### src/rtl/pn_token_gen.sv
// rtl/pn_token_gen.sv - Polish-notation token stream generator with result capture
//
// Buffers up to MAX_GRP (op, a, b) groups, emits them as a mode/operator/in
// token stream in one of four orders, then captures the evaluator's results.
//
// Ports:
//   clk, rst_n                   clock; synchronous reset, asserted when 1
//   grp_valid/grp_ready          group load handshake (grp_op, grp_a, grp_b)
//   start, start_mode            begin transmission, token order select
//   mode, operator, in, in_valid token stream towards the evaluator
//   res_valid, res_data          evaluator results
//   res0..res3, res_cnt          captured results and their count
//   busy, done, err              status: active, end pulse, error pulse
module pn_token_gen #(
  parameter int MAX_GRP = 4,
  parameter int TIMEOUT = 64
) (
  input  logic               clk,
  input  logic               rst_n,
  input  logic               grp_valid,
  output logic               grp_ready,
  input  logic [2:0]         grp_op,
  input  logic [2:0]         grp_a,
  input  logic [2:0]         grp_b,
  input  logic               start,
  input  logic [1:0]         start_mode,
  output logic [1:0]         mode,
  output logic               operator,
  output logic [2:0]         in,
  output logic               in_valid,
  input  logic               res_valid,
  input  logic signed [31:0] res_data,
  output logic signed [31:0] res0,
  output logic signed [31:0] res1,
  output logic signed [31:0] res2,
  output logic signed [31:0] res3,
  output logic [2:0]         res_cnt,
  output logic               busy,
  output logic               done,
  output logic               err
);

  localparam int TW = $clog2(TIMEOUT + 1);

  typedef enum logic [1:0] {S_IDLE, S_EMIT, S_WAIT, S_DONE} state_t;

  state_t             r_state;
  logic [2:0]         r_op [4];
  logic [2:0]         r_a  [4];
  logic [2:0]         r_b  [4];
  logic [2:0]         r_cnt;
  logic [2:0]         r_k;
  logic [2:0]         r_exp;
  logic [1:0]         r_mode;
  logic [3:0]         r_idx;
  logic [TW-1:0]      r_timer;
  logic [1:0]         r_mode_o;
  logic               r_operator;
  logic [2:0]         r_in;
  logic               r_in_valid;
  logic signed [31:0] r_res [4];
  logic [2:0]         r_res_cnt;
  logic               r_busy;
  logic               r_done;
  logic               r_err;

  logic       w_ready;
  logic       w_load;
  logic [2:0] w_k;
  logic [1:0] w_m;
  logic [3:0] w_j;
  logic [3:0] w_ntok;
  logic       w_last;
  logic       w_take;
  logic [2:0] w_got;
  logic [2:0] w_nop [4];
  logic [2:0] w_na  [4];
  logic [2:0] w_nb  [4];
  logic [1:0] w_q;
  logic [1:0] w_p;
  logic [1:0] w_t;
  logic       w_tok_opr;
  logic [2:0] w_tok_val;

  assign w_ready = (r_state == S_IDLE) && (r_cnt < 3'(MAX_GRP));
  assign w_load  = grp_valid && w_ready;
  // A group loaded in the same cycle as start counts toward k.
  assign w_k     = (r_state == S_IDLE) ? (r_cnt + {2'b00, w_load}) : r_k;
  assign w_m     = (r_state == S_IDLE) ? start_mode : r_mode;
  // Index of the token to register next: token 0 on start, else the successor.
  assign w_j     = (r_state == S_IDLE) ? 4'd0 : (r_idx + 4'd1);
  assign w_ntok  = w_m[1] ? {w_k, 1'b1} : ({w_k, 1'b0} + {1'b0, w_k});
  assign w_last  = (r_idx == (w_ntok - 4'd1));
  assign w_take  = res_valid && (r_res_cnt < r_exp);
  assign w_got   = r_res_cnt + {2'b00, w_take};

  // Token decode reads the buffer as it will be after this cycle's load, so a
  // group written alongside start is already visible to token 0.
  always_comb begin
    w_nop = r_op;
    w_na  = r_a;
    w_nb  = r_b;
    if (w_load) begin
      w_nop[r_cnt[1:0]] = grp_op;
      w_na[r_cnt[1:0]]  = grp_a;
      w_nb[r_cnt[1:0]]  = grp_b;
    end
    w_tok_opr = 1'b0;
    w_tok_val = 3'd0;
    w_q       = 2'(w_j / 4'd3);
    w_p       = 2'(w_j % 4'd3);
    w_t       = 2'd0;
    case (w_m)
      2'd0: begin
        case (w_p)
          2'd0:    begin w_tok_opr = 1'b1; w_tok_val = w_nop[w_q]; end
          2'd1:    w_tok_val = w_na[w_q];
          default: w_tok_val = w_nb[w_q];
        endcase
      end
      2'd1: begin
        case (w_p)
          2'd0:    w_tok_val = w_na[w_q];
          2'd1:    w_tok_val = w_nb[w_q];
          default: begin w_tok_opr = 1'b1; w_tok_val = w_nop[w_q]; end
        endcase
      end
      2'd2: begin
        // Operators outermost first, then x0 = a_0 and the b operands.
        if (w_j < {1'b0, w_k}) begin
          w_t       = 2'({1'b0, w_k} - 4'd1 - w_j);
          w_tok_opr = 1'b1;
          w_tok_val = w_nop[w_t];
        end else if (w_j == {1'b0, w_k}) begin
          w_tok_val = w_na[0];
        end else begin
          w_t       = 2'(w_j - {1'b0, w_k} - 4'd1);
          w_tok_val = w_nb[w_t];
        end
      end
      default: begin
        // a_0, then alternating b_g (odd index) and op_g (even index).
        if (w_j == 4'd0) begin
          w_tok_val = w_na[0];
        end else if (w_j[0]) begin
          w_tok_val = w_nb[w_j[2:1]];
        end else begin
          w_t       = 2'(w_j[3:1] - 3'd1);
          w_tok_opr = 1'b1;
          w_tok_val = w_nop[w_t];
        end
      end
    endcase
  end

  always_ff @(posedge clk) begin
    if (rst_n) begin
      r_state    <= S_IDLE;
      r_cnt      <= 3'd0;
      r_k        <= 3'd0;
      r_exp      <= 3'd0;
      r_mode     <= 2'd0;
      r_idx      <= 4'd0;
      r_timer    <= '0;
      r_mode_o   <= 2'd0;
      r_operator <= 1'b0;
      r_in       <= 3'd0;
      r_in_valid <= 1'b0;
      r_res_cnt  <= 3'd0;
      r_busy     <= 1'b0;
      r_done     <= 1'b0;
      r_err      <= 1'b0;
      for (int i = 0; i < 4; i++) begin
        r_op[i]  <= 3'd0;
        r_a[i]   <= 3'd0;
        r_b[i]   <= 3'd0;
        r_res[i] <= '0;
      end
    end else begin
      r_done <= 1'b0;
      r_err  <= 1'b0;
      if (w_load) begin
        r_op[r_cnt[1:0]] <= grp_op;
        r_a[r_cnt[1:0]]  <= grp_a;
        r_b[r_cnt[1:0]]  <= grp_b;
        r_cnt            <= r_cnt + 3'd1;
      end
      case (r_state)
        S_IDLE: begin
          if (start) begin
            if (w_k >= 3'd2) begin
              r_state    <= S_EMIT;
              r_mode     <= start_mode;
              r_k        <= w_k;
              r_exp      <= start_mode[1] ? 3'd1 : w_k;
              r_idx      <= 4'd0;
              r_in_valid <= 1'b1;
              r_mode_o   <= start_mode;
              r_operator <= w_tok_opr;
              r_in       <= w_tok_val;
              r_busy     <= 1'b1;
              r_res_cnt  <= 3'd0;
              for (int i = 0; i < 4; i++) r_res[i] <= '0;
            end else begin
              r_err <= 1'b1;
            end
          end
        end
        S_EMIT: begin
          if (w_last) begin
            r_state    <= S_WAIT;
            r_in_valid <= 1'b0;
            r_mode_o   <= 2'd0;
            r_operator <= 1'b0;
            r_in       <= 3'd0;
            r_timer    <= '0;
          end else begin
            r_idx      <= r_idx + 4'd1;
            r_operator <= w_tok_opr;
            r_in       <= w_tok_val;
          end
        end
        S_WAIT: begin
          if (w_take) begin
            r_res[r_res_cnt[1:0]] <= res_data;
            r_res_cnt             <= w_got;
          end
          r_timer <= r_timer + 1'b1;
          // Completion is tested before expiry so a last-cycle result wins.
          if (w_got == r_exp) begin
            r_state <= S_DONE;
            r_done  <= 1'b1;
            r_busy  <= 1'b0;
          end else if (r_timer == TW'(TIMEOUT - 1)) begin
            r_state <= S_DONE;
            r_done  <= 1'b1;
            r_err   <= 1'b1;
            r_busy  <= 1'b0;
          end
        end
        default: begin
          r_state <= S_IDLE;
          r_cnt   <= 3'd0;
        end
      endcase
    end
  end

  assign grp_ready = w_ready;
  assign mode      = r_mode_o;
  assign operator  = r_operator;
  assign in        = r_in;
  assign in_valid  = r_in_valid;
  assign res0      = r_res[0];
  assign res1      = r_res[1];
  assign res2      = r_res[2];
  assign res3      = r_res[3];
  assign res_cnt   = r_res_cnt;
  assign busy      = r_busy;
  assign done      = r_done;
  assign err       = r_err;

endmodule

### config.mk
export PLATFORM = sky130hd
export DESIGN_NAME = pn_token_gen
export DESIGN_NICKNAME = d
export VERILOG_FILES = /design/src/rtl/pn_token_gen.sv
export SDC_FILE = /design/constraint.sdc
export NUM_CORES = 1
export LEC_CHECK = 0
export ABC_AREA = 1
export BUFFER_PORTS_ARGS = -buffer_cell sky130_fd_sc_hd__clkbuf_2
export CAP_MARGIN = 20
export CORE_MARGIN = 1.5
export CORE_UTILIZATION = 55
export DETAILED_ROUTE_END_ITERATION = 12
export PLACE_DENSITY = 0.85
export SLEW_MARGIN = 20
export SYNTH_ARGS = -nofsm -noshare
export SYNTH_HDL_FRONTEND = slang
export SYNTH_SLANG_ARGS = --single-unit
### constraint.sdc
create_clock -name clk -period 4.7 [get_ports clk]
set_clock_uncertainty 0.15 [all_clocks]
set_input_delay 0 -clock clk [delete_from_list [all_inputs] [get_ports clk]]
set_output_delay 0 -clock clk [all_outputs]
set_load 0.01 [all_outputs]
==> qor.yml <==
yosys:
  async_reset_ff_share_pct: 0
  synth_area_um2: 9530
  synth_cell_types: 49
  syn_area_per_cell_um2: 9.02
  synth_cells: 1056
  synth_edf_count: 128
  ys_seq_area_share_pct: 55.7
  ys_ff_latch: 201
  yosysWarningCount: 0
  synth_nets: 1134
  synth-main-ff-cell: "edfxtp_1"
route:
  post-route-drc-count: 0
  routed_wl_um: 27300
  first_pass_iters: 6
  vias: 8398
  routed_via_density: 5.46
  ant_nets: 0
  wl_per_cell_um: 17.7
  drt_first_iter_violations: 766
sta:
  max_freq_mhz: 229
  maxSlewHeadroom_pct: 47.7
  finalMaxSlewViolations: 0
  min_period_ns: 4.37
  final-setup-viol-count: 0
  hold_violations: 0
  worst_pin_slew_ns: 0.776
  timing.final.crit_share_pct: 92.9
  rsz0062_at_grt: "no"
  finalSetupTns_ns: 0
layout:
  nNetsFinal: 1382
  drive_gt1_share_pct: 21.7
  area_growth_syn_to_layout_pct: 24.7
  finalInstanceArea_um2: 11900
  fill_cells: 1247
  regArea_um2: 5310
  multi_input_area_um2: 3500
flow_run:
  drv_cap: 0
clock_network:
  cts_buffers: 21
  cts_tree: "done"
  htree_levels: 1
  cts-root-buf: "clkbuf_16"
  clock_latency_ns: 0.51
  clk_pin_slew_worst_paths_ns: 0.06
  ctsLongestPathBuffers: 3
  clock-sinks: 201
global_route:
  grt_max_degree: 55
  grt_pass1_wl_um: 42100
  grt.overflow.total: 0
  antenna_found_initial: 1
  grtUsageTotal_pct: 29.9
  first_global_vias: 7813
placed_design:
  dp_hpwl_um: 18500
  portBuffers: 189
  gp_congestion: 1.06
  placed_area_um2: 10700
critical_path:
  required_ns: 5.00
  reg2reg_depth: 24
  cp-start-kind: "flop"
  end_kind: "flop"
  r2r_start: "r_state[1]"
  setup.worst_path.class: "reg2reg"
  worstPathMaxFanout: 7
  critPathLaunch: "r_state[1]"
  reg2reg_to: "mode[0]"
  rrSetupSlack_ns: 0.33
  arrival_ns: 4.67
hold_path:
  hp-start: "start_mode[1]"
  hp-class: "in2reg"
  min_path_cells: 3
  min_to: "r_exp[1]"
floorplan:
  die_width_um: 135
  num_rows: 47
  die_h_um: 135
  ios: 190
  initial_core_util_pct: 56.8
  fp.coreArea_um2: 16800
  die_area_um2: 18100
power:
  power_density_nw_per_um2: 528
  ir_drop_mv: 0.352
  leakage_nw: 5.35
status:
  status: "completed"
[how the worst max path moves through the flow]
stage | endpoint | slack, ns | depth (start not counted)
3_3_place_gp | r_timer[5] | 0.54 | 24
6_report | mode[0] | 0.33 | 24
4_1_cts | mode[0] | 0.17 | 24
3_5_place_dp | r_timer[5] | 0.35 | 24
2_1_floorplan | r_timer[5] | 0.69 | 24
5_1_grt | mode[0] | 0.01 | 23
[logic make-up after synthesis]
group,after synthesis,synth area share [%]
and+or+nand+nor,483,21.9
AOI/OAI and AO/OA,153,9.56
xor gates and xnor gates,13,1.27
adders and majority gates,30,4.02
buffers and inverters,176,7.55
DFF,201,55.7
[layout by cell type (no fill, tap or decap), types with 3 or more instances in the layout]
| cell type | instances |
|---|---|
| nor2_2 | 5 |
| o211ai_1 | 9 |
| dfxtp_1 | 72 |
| nand3_1 | 54 |
| nand4_1 | 19 |
| nor3_1 | 3 |
| a21oi_1 | 42 |
| nor2_1 | 202 |
| a31oi_1 | 6 |
| o22ai_1 | 4 |
| xnor2_1 | 5 |
| edfxtp_1 | 128 |
| nand2_4 | 6 |
| clkbuf_16 | 21 |
| o21ai_0 | 52 |
| buf_4 | 19 |
| ha_1 | 29 |
| dlygate4sd3_1 | 49 |
| a211oi_1 | 3 |
| clkbuf_2 | 189 |
| nand2_1 | 175 |
| inv_1 | 138 |
| nand2_2 | 9 |
| clkinv_2 | 4 |
| clkinv_1 | 5 |
| o21ai_2 | 10 |
| o21ai_1 | 13 |
| xor2_1 | 7 |
| clkbuf_1 | 4 |
[synth_stat cells (all sizes together) (2+ instances only)]
cell type	number	area, um^2
a211oi	3	22.5
a21oi	44	235
a31oi	6	37.5
buf	11	95.1
clkbuf	22	82.6
clkinv	3	16.3
dfxtp	73	1460
edfxtp	128	3840
ha	29	363
inv	140	526
nand2	190	781
nand3	58	325
nand4	19	119
nor2	209	812
nor3	4	31.3
o211ai	9	67.6
o21a	3	30.0
o21ai	76	429
o22ai	4	25.0
o31ai	2	15.0
or2	2	12.5
xnor2	5	43.8
xor2	8	77.6
[sequential cells by signal, summed over array words and instances, names as in the netlist, 2 cells and up]
register / cells
r_res: 128
r_a: 12
r_b: 12
r_op: 12
r_timer: 7
r_idx: 4
in: 3
r_cnt: 3
r_exp: 3
r_k: 3
res_cnt: 3
mode: 2
r_mode: 2
r_state: 2
[report_power, final]
part	total [W]	switching, W	leakage [nW]	internal (W)
registers	0.00235	0.000129	1.94	0.00223
clock network	0.00161	0.000681	0.317	0.000929
logic	0.00231	0.00153	3.10	0.000774
total	0.00627	0.00234	5.35	0.00393
[per-stage QoR]
stage	total power, W	hold slack (ns)	cells	setup slack [ns]	util [%]
floorplan	0.00383	-0.0310	1056	0.694	-
global placement	0.00452	0.133	1448	0.540	63.8
detailed placement	0.00456	0.134	1448	0.349	63.8
CTS	0.00618	0.181	1533	0.168	70.6
global route	0.00659	0.215	1538	0.00961	70.9
finish	0.00627	0.201	1538	0.333	70.9
[critical path, stage by stage, from the launching register on]
cell           delay [ns]
dfxtp_1              0.36
inv_1                0.09
ha_1                 0.23
clkinv_4             0.10
nor2_4               0.04
nand2_2              0.11
clkinv_4             0.10
ha_1                 0.19
ha_1                 0.28
nand2_2              0.06
o21a_4               0.16
inv_1                0.10
ha_1                 0.22
fa_1                 0.45
o21ai_2              0.17
xor2_1               0.21
nand2_1              0.08
nand2_1              0.08
nor2_1               0.04
nand2_1              0.12
nand2_4              0.09
nand2_1              0.12
nand2_1              0.07
a21oi_1              0.11
dlygate4sd3_1        0.56
[what timing repair did]
action / 4_1_cts / 5_1_grt
resized for setup: 0 / 3
hold buffers: 49 / 0
buffers inserted: 0 / 4
endpoints found under the setup margin: 0 / 4
endpoints found under the hold margin: 198 / 0
[area by class of cell]
cell class	instances	area share [%]
Timing Repair Buffer	258	13.5
Clock inverter	11	0.906
Multi-Input combinational cell	679	29.5
Antenna cell	1	0.0211
Sequential cell	201	44.7
Inverter	143	4.60
Tap cell	220	2.32
Clock buffer	25	4.55
[routing by layer]
layer | GRT usage, % | wire length, um | part of all wire [%]
met1 | 38.2 | 10500 | 39
met2 | 52.1 | 13500 | 49
met3 | 3.64 | 2260 | 8.3
met4 | 11.9 | 1020 | 3.7
met5 | 0 | 0 | 0
Note: power is estimated with default switching activity, not from simulation.
